<file path="config.mk">
export PLATFORM = sky130hd
export DESIGN_NAME = div_sequencer
export DESIGN_NICKNAME = d
export VERILOG_FILES = /design/src/rtl/div_sequencer_pkg.sv /design/src/rtl/div_step.sv /design/src/rtl/div_sequencer.sv
export SDC_FILE = /design/constraint.sdc
export NUM_CORES = 1
export LEC_CHECK = 0
export CELL_PAD_IN_SITES_DETAIL_PLACEMENT = 1
export CELL_PAD_IN_SITES_GLOBAL_PLACEMENT = 1
export CORE_UTILIZATION = 35
export CTS_CLUSTER_DIAMETER = 100
export CTS_CLUSTER_SIZE = 24
export DETAILED_ROUTE_END_ITERATION = 10
export PLACE_DENSITY_LB_ADDON = 0.1
export SYNTH_ARGS = -nofsm -noshare
export SYNTH_HDL_FRONTEND = slang
export SYNTH_SLANG_ARGS = --single-unit
</file>
<file path="constraint.sdc">
create_clock -name clock -period 7.1 [get_ports clock]
set_input_delay 2.13 -clock clock [delete_from_list [all_inputs] [get_ports clock]]
set_output_delay 2.13 -clock clock [all_outputs]
set_load 0.01 [all_outputs]
</file>
<file path="src/rtl/div_sequencer_pkg.sv">
// Shared definitions for the HI/LO divide sequencer.
package div_sequencer_pkg;

  localparam int unsigned DIV_WIDTH = 32;

  typedef enum logic [1:0] {
    DIV_IDLE = 2'b00,
    DIV_RUN  = 2'b01,
    DIV_FIN  = 2'b10
  } div_state_e;

  // Quotient reported for a divide by zero.
  localparam logic [DIV_WIDTH-1:0] DIV_ZERO_QUOT = '1;

endpackage

</file>
<file path="src/rtl/div_step.sv">
// One radix-2 restoring divide iteration on magnitudes.
module div_step #(
  parameter int unsigned WIDTH = 32
) (
  input  logic [WIDTH-1:0] rem_i,
  input  logic [WIDTH-1:0] quo_i,
  input  logic [WIDTH-1:0] dvs_i,
  output logic [WIDTH-1:0] rem_o,
  output logic [WIDTH-1:0] quo_o
);

  logic [WIDTH:0]   shifted;
  logic [WIDTH-1:0] diff;
  logic             ge;

  // Shift in the next dividend bit and keep the trial subtraction if it fits.
  // The partial remainder is always below the divisor, so the low WIDTH bits
  // of the difference are exact whenever the subtraction is kept.
  always_comb begin
    shifted = {rem_i, quo_i[WIDTH-1]};
    ge      = (shifted >= {1'b0, dvs_i});
    diff    = shifted[WIDTH-1:0] - dvs_i;
    if (ge) begin
      rem_o = diff;
      quo_o = {quo_i[WIDTH-2:0], 1'b1};
    end else begin
      rem_o = shifted[WIDTH-1:0];
      quo_o = {quo_i[WIDTH-2:0], 1'b0};
    end
  end

endmodule

</file>
<file path="src/rtl/div_sequencer.sv">
// Multi-cycle DIV/DIVU sequencer feeding the HI/LO registers.
module div_sequencer
  import div_sequencer_pkg::*;
#(
  parameter int unsigned WIDTH = DIV_WIDTH
) (
  input  logic             clock,
  input  logic             reset,
  input  logic             start,
  input  logic             is_signed,
  input  logic [WIDTH-1:0] dividend,
  input  logic [WIDTH-1:0] divisor,
  input  logic             mf_op_in_d,
  input  logic             has_div_d,
  output logic             busy,
  output logic             stall_d,
  output logic             done,
  output logic [WIDTH-1:0] div_hi,
  output logic [WIDTH-1:0] div_lo
);

  localparam int unsigned    CW        = $clog2(WIDTH + 2);
  localparam logic [CW-1:0]  LAST_STEP = CW'(WIDTH - 1);
  localparam logic [CW-1:0]  FIX_CNT   = CW'(WIDTH);
  localparam logic [CW-1:0]  PUB_CNT   = CW'(WIDTH + 1);

  div_state_e       state_q, state_d;
  logic [CW-1:0]    count_q, count_d;
  logic [WIDTH-1:0] rem_q, rem_d;
  logic [WIDTH-1:0] quo_q, quo_d;
  logic [WIDTH-1:0] dvs_q, dvs_d;
  logic             neg_a_q, neg_a_d;
  logic             neg_b_q, neg_b_d;
  logic [WIDTH-1:0] fix_hi_q, fix_hi_d;
  logic [WIDTH-1:0] fix_lo_q, fix_lo_d;
  logic [WIDTH-1:0] div_hi_q, div_hi_d;
  logic [WIDTH-1:0] div_lo_q, div_lo_d;
  logic             done_q, done_d;

  logic [WIDTH-1:0] step_rem, step_quo;
  logic             publish;
  logic             accept;
  logic             sa, sb;

  div_step #(.WIDTH(WIDTH)) u_step (
    .rem_i (rem_q),
    .quo_i (quo_q),
    .dvs_i (dvs_q),
    .rem_o (step_rem),
    .quo_o (step_quo)
  );

  assign publish = (state_q == DIV_FIN) && (count_q == PUB_CNT);
  assign accept  = start && ((state_q == DIV_IDLE) || publish);

  // State register.
  always_ff @(posedge clock) begin
    if (reset) begin
      state_q <= DIV_IDLE;
    end else begin
      state_q <= state_d;
    end
  end

  // Next-state: IDLE -> RUN on start, RUN -> FIN after the last step,
  // FIN -> RUN/IDLE once the result is published.
  always_comb begin
    state_d = state_q;
    unique case (state_q)
      DIV_IDLE: if (start)                  state_d = DIV_RUN;
      DIV_RUN:  if (count_q == LAST_STEP)   state_d = DIV_FIN;
      DIV_FIN:  if (count_q == PUB_CNT)     state_d = start ? DIV_RUN : DIV_IDLE;
      default:                              state_d = DIV_IDLE;
    endcase
  end

  // FSM-derived outputs and the hazard-unit stall request.
  always_comb begin
    busy    = (state_q == DIV_RUN) || (state_q == DIV_FIN);
    stall_d = (busy || start) && (mf_op_in_d || has_div_d);
  end

  // Datapath: operand capture, iteration, sign fix-up and result publication.
  // FIN spans two cycles: the fix-up is registered first, then published,
  // which places done WIDTH+2 clocks after the sampling edge.
  always_comb begin
    count_d  = count_q;
    rem_d    = rem_q;
    quo_d    = quo_q;
    dvs_d    = dvs_q;
    neg_a_d  = neg_a_q;
    neg_b_d  = neg_b_q;
    fix_hi_d = fix_hi_q;
    fix_lo_d = fix_lo_q;
    div_hi_d = div_hi_q;
    div_lo_d = div_lo_q;
    done_d   = 1'b0;
    sa       = is_signed && dividend[WIDTH-1];
    sb       = is_signed && divisor[WIDTH-1];

    unique case (state_q)
      DIV_RUN: begin
        rem_d   = step_rem;
        quo_d   = step_quo;
        count_d = count_q + CW'(1);
      end
      DIV_FIN: begin
        count_d = count_q + CW'(1);
        if (count_q == FIX_CNT) begin
          // A zero divisor leaves the dividend magnitude as remainder, so
          // the usual remainder sign rule restores the original dividend.
          fix_hi_d = neg_a_q ? -rem_q : rem_q;
          if (dvs_q == '0) begin
            fix_lo_d = {WIDTH{DIV_ZERO_QUOT[0]}};
          end else begin
            fix_lo_d = (neg_a_q ^ neg_b_q) ? -quo_q : quo_q;
          end
        end
        if (publish) begin
          div_hi_d = fix_hi_q;
          div_lo_d = fix_lo_q;
          done_d   = 1'b1;
        end
      end
      default: ;
    endcase

    if (accept) begin
      neg_a_d = sa;
      neg_b_d = sb;
      quo_d   = sa ? -dividend : dividend;
      dvs_d   = sb ? -divisor : divisor;
      rem_d   = '0;
      count_d = '0;
    end
  end

  // Datapath registers; reset aborts any divide and clears the results.
  always_ff @(posedge clock) begin
    if (reset) begin
      count_q  <= '0;
      rem_q    <= '0;
      quo_q    <= '0;
      dvs_q    <= '0;
      neg_a_q  <= 1'b0;
      neg_b_q  <= 1'b0;
      fix_hi_q <= '0;
      fix_lo_q <= '0;
      div_hi_q <= '0;
      div_lo_q <= '0;
      done_q   <= 1'b0;
    end else begin
      count_q  <= count_d;
      rem_q    <= rem_d;
      quo_q    <= quo_d;
      dvs_q    <= dvs_d;
      neg_a_q  <= neg_a_d;
      neg_b_q  <= neg_b_d;
      fix_hi_q <= fix_hi_d;
      fix_lo_q <= fix_lo_d;
      div_hi_q <= div_hi_d;
      div_lo_q <= div_lo_d;
      done_q   <= done_d;
    end
  end

  assign done   = done_q;
  assign div_hi = div_hi_q;
  assign div_lo = div_lo_q;

endmodule

</file>
---- Word-level counts from Yosys, hierarchy flattened ----
Cells that the tools add are included.
Widths: inputs -> output; s select.
word-level totals
  register bits after elaboration ......... 235
  logic and storage cells ................. 62
  input bits .............................. 70
  output and inout port bits .............. 67
cells by class
  eq/ne operators ......................... 8
  bitwise gates (word level) .............. 2
  reduce and logical (&&, ||, !) cells .... 18
  muxes and demuxes ....................... 15
  $lt $le $gt $ge ......................... 1
  $add $sub $neg .......................... 6
operators with widths
  operator             count
  $mux 32              8
  $neg 32->32          4
  $ge 33x32->1         1
  $logic_not 32->1     1
  $sub 32x32->32       1
  $eq 6x6->1 const B   2
  $add 6x1->6 const B  1
  $eq 6x5->1 const B   1
  $mux 2               3
  $pmux 2 s3           1
  $reduce_or 2->1      3
  $logic_and 1x1->1    5
  $logic_or 1x1->1     4
  $ne 2x2->1 const B   2
  $reduce_and 2->1     2
  $mux 1               3
  $reduce_and 3->1     1
  $eq 2x1->1 const B   1
  $eq 2x2->1 const B   1
  $logic_not 2->1      1
  $ne 2x1->1 const B   1
  $reduce_bool 2->1    1
  $not 1->1            1
  $xor 1x1->1          1

---- Longest topological paths before layout ----
  depth after elaboration ................. 5
  gate-level depth with buffers ........... 13
  depth with buffers taken out ............ 13

---- Modules after synthesis ----
Synthesis repeated with hierarchy kept, for this count alone.
unflattened totals
  cell total of the unflattened synthesis .. 1,717
  area, all modules ....................... 13,855.8 µm²
modules (own cells, without submodules)
  module         cells an instance  times used  seq. area each (µm²)  area each (µm²)
  div_sequencer  1,362              1           4,704.5               11,284.6
  div_step       355                1           0.0                   2,571.2

---- Worst setup path after synthesis ----
OpenSTA, ideal clock, no wires.
  path kind ............................... in2reg
  from .................................... input port dividend[10]
  to ...................................... register quo_q[27]
  library setup time ...................... 0.074 ns
  data arrival time ....................... 4.697 ns
  buffers on the path ..................... 1
  required time ........................... 7.026 ns
  path slack .............................. 2.329 ns
  stages .................................. 10
  cells stage by stage .................... or3_1 -> or3_1 -> buf_2 -> or3_4 -> or3_4 -> or4_4 -> o21ai_0 -> xor2_1 -> or3_1 -> o21ai_0
on the way
  cells in the longest elaborated chain, start to end .. 3
RTL lines
  element                 RTL line              text
  start: declaration      div_sequencer.sv:11   input logic [WIDTH-1:0] dividend,
  $neg 32->32             div_sequencer.sv:131  quo_d = sa ? -dividend : dividend;
  $mux 32                 div_sequencer.sv:131
  $mux 32                 div_sequencer.sv:128  if (accept) begin
  end signal: assignment  div_sequencer.sv:155  quo_q <= quo_d;
  end: declaration        div_sequencer.sv:30   logic [WIDTH-1:0] quo_q, quo_d;
No other way between the ends.
A chain may end at the register's enable or synchronous reset.

---- Worst setup path in the final report ----
  from .................................... input port start
  to ...................................... output port stall_d
on the way
  cells in the longest elaborated chain, start to end .. 2
RTL lines
  element             RTL line             text
  start: declaration  div_sequencer.sv:9   input logic start,
  $logic_or 1x1->1    div_sequencer.sv:80  stall_d = (busy || start) && (mf_op_in_d || has_div_d);
  $logic_and 1x1->1   div_sequencer.sv:80
  end: declaration    div_sequencer.sv:16  output logic stall_d,
No other way between the ends.

==> results.cfg <==
[outcome]
status = finished clean

[floorplanning]
start_util_pct = 35.8
pin_count = 137
die_width_um = 196
coreArea_mm2 = 0.0369
rows = 70
die_h_um = 196
die-area_mm2 = 0.0385

[synthesis]
avgSynthCellArea_um2 = 7.84
synth_top_family_by_area = compound AO/OA/AOI/OAI gates
synth_cells = 1681
synthAdderAreaFrac_pct = 4.23
ys_async_sr_fraction_pct = 0
ys.flop_type = dfxtp_1
ys_ff_latch = 235
synthSimpleGateAreaFrac_pct = 20.1
synthMuxAreaShare_pct = 3.95
yosysSeqAreaShare_pct = 35.7
syn-cell-area_mm2 = 0.0132
synth_compound_area_share_pct = 22.1
syn_nets = 1795
yosysWarnings = 0
synth_edf_count = 0
synth_xor_area_share_pct = 9.10
synth_cell_types = 63

[sta]
rsz0062_at_grt = no
timing.setup.tns_ps = 0
min_period_ps = 5580
fin_skew_ps = 12.0
maxSlewHeadroom_pct = 37.7
maxSlewViolCount = 0
max_freq_mhz = 179
setup_viol = 0
hold_viol = 0
finalCritPeriodShare_pct = 78.5
tightest_slew_ps = 934

[placement]
io_buffers = 136
dp_hpwl_um = 28500
dp.cells = 2224
gp_congestion = 0.843

[pwr]
leakage_nw = 5.30
peakVddDrop_mv = 0.0988
p_per_area_mw_per_mm2 = 228

[clocking]
cts-buffers-inserted = 14
cts_tree = built
cts.sinks = 235
htree_levels = 1
cts_root_buf = clkbuf_16
holdBufCountCts = 0
postCtsSetupBuffers = 0
postCtsResizedCells = 0
clk_pin_slew_worst_paths_ps = 100
clockBufferDepth = 3
clk_latency_ps = 490

[final_layout]
nets = 1850
drive_above_1_share_pct = 3.28
multi_input_area_mm2 = 0.00789
stdcell_count = 2243
fin_util_pct = 41.5
antenna_cells = 0
seqCellArea_mm2 = 0.00470
fillers = 4498
syn2layout_area_growth_pct = 16.2

[grt]
grt_max_degree = 117
antenna_found_initial = 0
overflow = 0
gr-usage-all-layers_pct = 19.8
grt_pass1_vias = 11300
grt_first_pass_wirelength_um = 62300

[detailed_routing]
dr.pass1.iters = 4
wirelength_um = 38500
vias_per_cell = 5.26
first_iter_violations = 486
wl_per_cell_um = 17.2
drtAntennaViolNets = 0
route.detailed.drc = 0
vias = 11800

[setup_path]
startpoint_type = primary input
worstPathArrival_ps = 3450
cp_max_fo = 5
worstSetupPathType = primary input to output pin
crit_required_ps = 4970
endpoint_kind = output pin

[job]
maxCapViolCount = 0

[min_path]
hp-class = flip-flop to flip-flop
cells by family (layout without fill, tap and decap cells):
family / after synthesis / in the layout
mux: 52 / 52
buf+inv: 168 / 226
fa+ha+maj: 44 / 44
compound gates: 462 / 462
xor+xnor: 137 / 137
simple gates: 583 / 583
flops: 235 / 235
sequential cells by signal (all words and copies together) (netlist names):
name / cells
fix_lo_q: 32
state_q: 2
quo_q: 32
count_q: 6
neg_a_q: 1
neg_b_q: 1
rem_q: 32
dvs_q: 32
div_hi: 32
done: 1
div_lo: 32
fix_hi_q: 32
synthesized netlist by cell type, drive strengths merged, types with 6 or more instances:
cell type / n / area share, %
a31oi: 14 / 0.66
nor3: 23 / 0.87
o211ai: 6 / 0.34
a211oi: 106 / 6.0
o41ai: 14 / 0.99
xnor2: 68 / 4.5
nor4: 20 / 0.95
o21ai: 85 / 3.2
nand2b: 6 / 0.28
nand2: 219 / 6.2
buf: 9 / 0.33
xor2: 69 / 4.6
ha: 43 / 4.1
nor2: 184 / 5.2
nand3b: 7 / 0.40
nand3: 21 / 0.80
and3: 12 / 0.57
nor2b: 8 / 0.38
clkbuf: 102 / 2.9
inv: 57 / 1.6
mux2i: 52 / 3.9
and2: 7 / 0.33
or4: 10 / 0.60
dfxtp: 235 / 36
or2: 7 / 0.33
o31ai: 18 / 1.0
a311oi: 10 / 0.66
nor3b: 6 / 0.34
a21oi: 162 / 6.1
nand4: 17 / 0.81
a21o: 13 / 0.74
or3: 26 / 1.3
layout by cell type (no fill, tap or decap), types with 8 or more instances in the layout:
master | Yosys | layout
dfxtp_1 | 235 | 235
nand2_1 | 219 | 219
nor2_1 | 184 | 182
a21oi_1 | 162 | 162
clkdlybuf4s50_1 | 0 | 135
a211oi_1 | 106 | 106
o21ai_0 | 84 | 84
xor2_1 | 69 | 69
xnor2_1 | 68 | 68
inv_1 | 57 | 57
mux2i_1 | 52 | 52
ha_1 | 43 | 42
or3_1 | 24 | 24
nor3_1 | 23 | 23
nor4_1 | 20 | 20
nand3_1 | 21 | 20
o31ai_1 | 18 | 18
nand4_1 | 17 | 17
clkbuf_16 | 0 | 15
a31oi_1 | 14 | 14
buf_4 | 2 | 14
o41ai_1 | 13 | 13
a21o_1 | 13 | 13
and3_1 | 12 | 10
a311oi_1 | 10 | 10
or4_1 | 9 | 9
nor2b_1 | 8 | 8
worst paths after layout:
kind	slack, ps	cells past startpoint	endpoint	from
worst max-delay path	1520	3	stall_d	start
worst min-delay path	450	2	div_lo[0]	fix_lo_q[0]
worst max register to register	3340	13	rem_q[30]	quo_q[31]
worst min register to register	450	2	div_lo[0]	fix_lo_q[0]
cell type report:
type / count / share of cell area, %
Tap cell: 504 / 4.12
Inverter: 57 / 1.40
Clock inverter: 4 / 0.253
Multi-Input combinational cell: 1278 / 51.5
Sequential cell: 235 / 30.7
Timing Repair Buffer: 150 / 9.58
Clock buffer: 15 / 2.45
where the power goes:
group	switching (mW)	leakage, nW	internal, mW
combinational	0.680	3.18	0.465
clock	0.471	0.201	0.391
sequential	0.107	1.91	1.38
metrics by stage:
step	setup WS [ps]	hold slack [ps]	cell area, um2	power [mW]
after floorplan	2330	432	13200	2.31
after global placement	1560	443	14900	2.64
after detailed placement	1520	446	14900	2.66
after CTS	1520	451	15300	3.54
after global routing	1490	471	15300	3.72
final	1520	448	15300	3.50
routing by layer:
metal | vias to the layer above | wire length (um) | global-route usage, %
li1 | 6059 | - | -
met1 | 5579 | 21800 | 31.8
met2 | 146 | 15100 | 28.2
met3 | 20 | 1230 | 2.11
met4 | 0 | 300 | 2.49
met5 | - | 0 | 0
critical path, cell delays in order:
cell and delay, ps:
clkdlybuf4s50_1 610, o22a_1 180, clkdlybuf4s50_1 530
(Power assumes the default switching activity.)
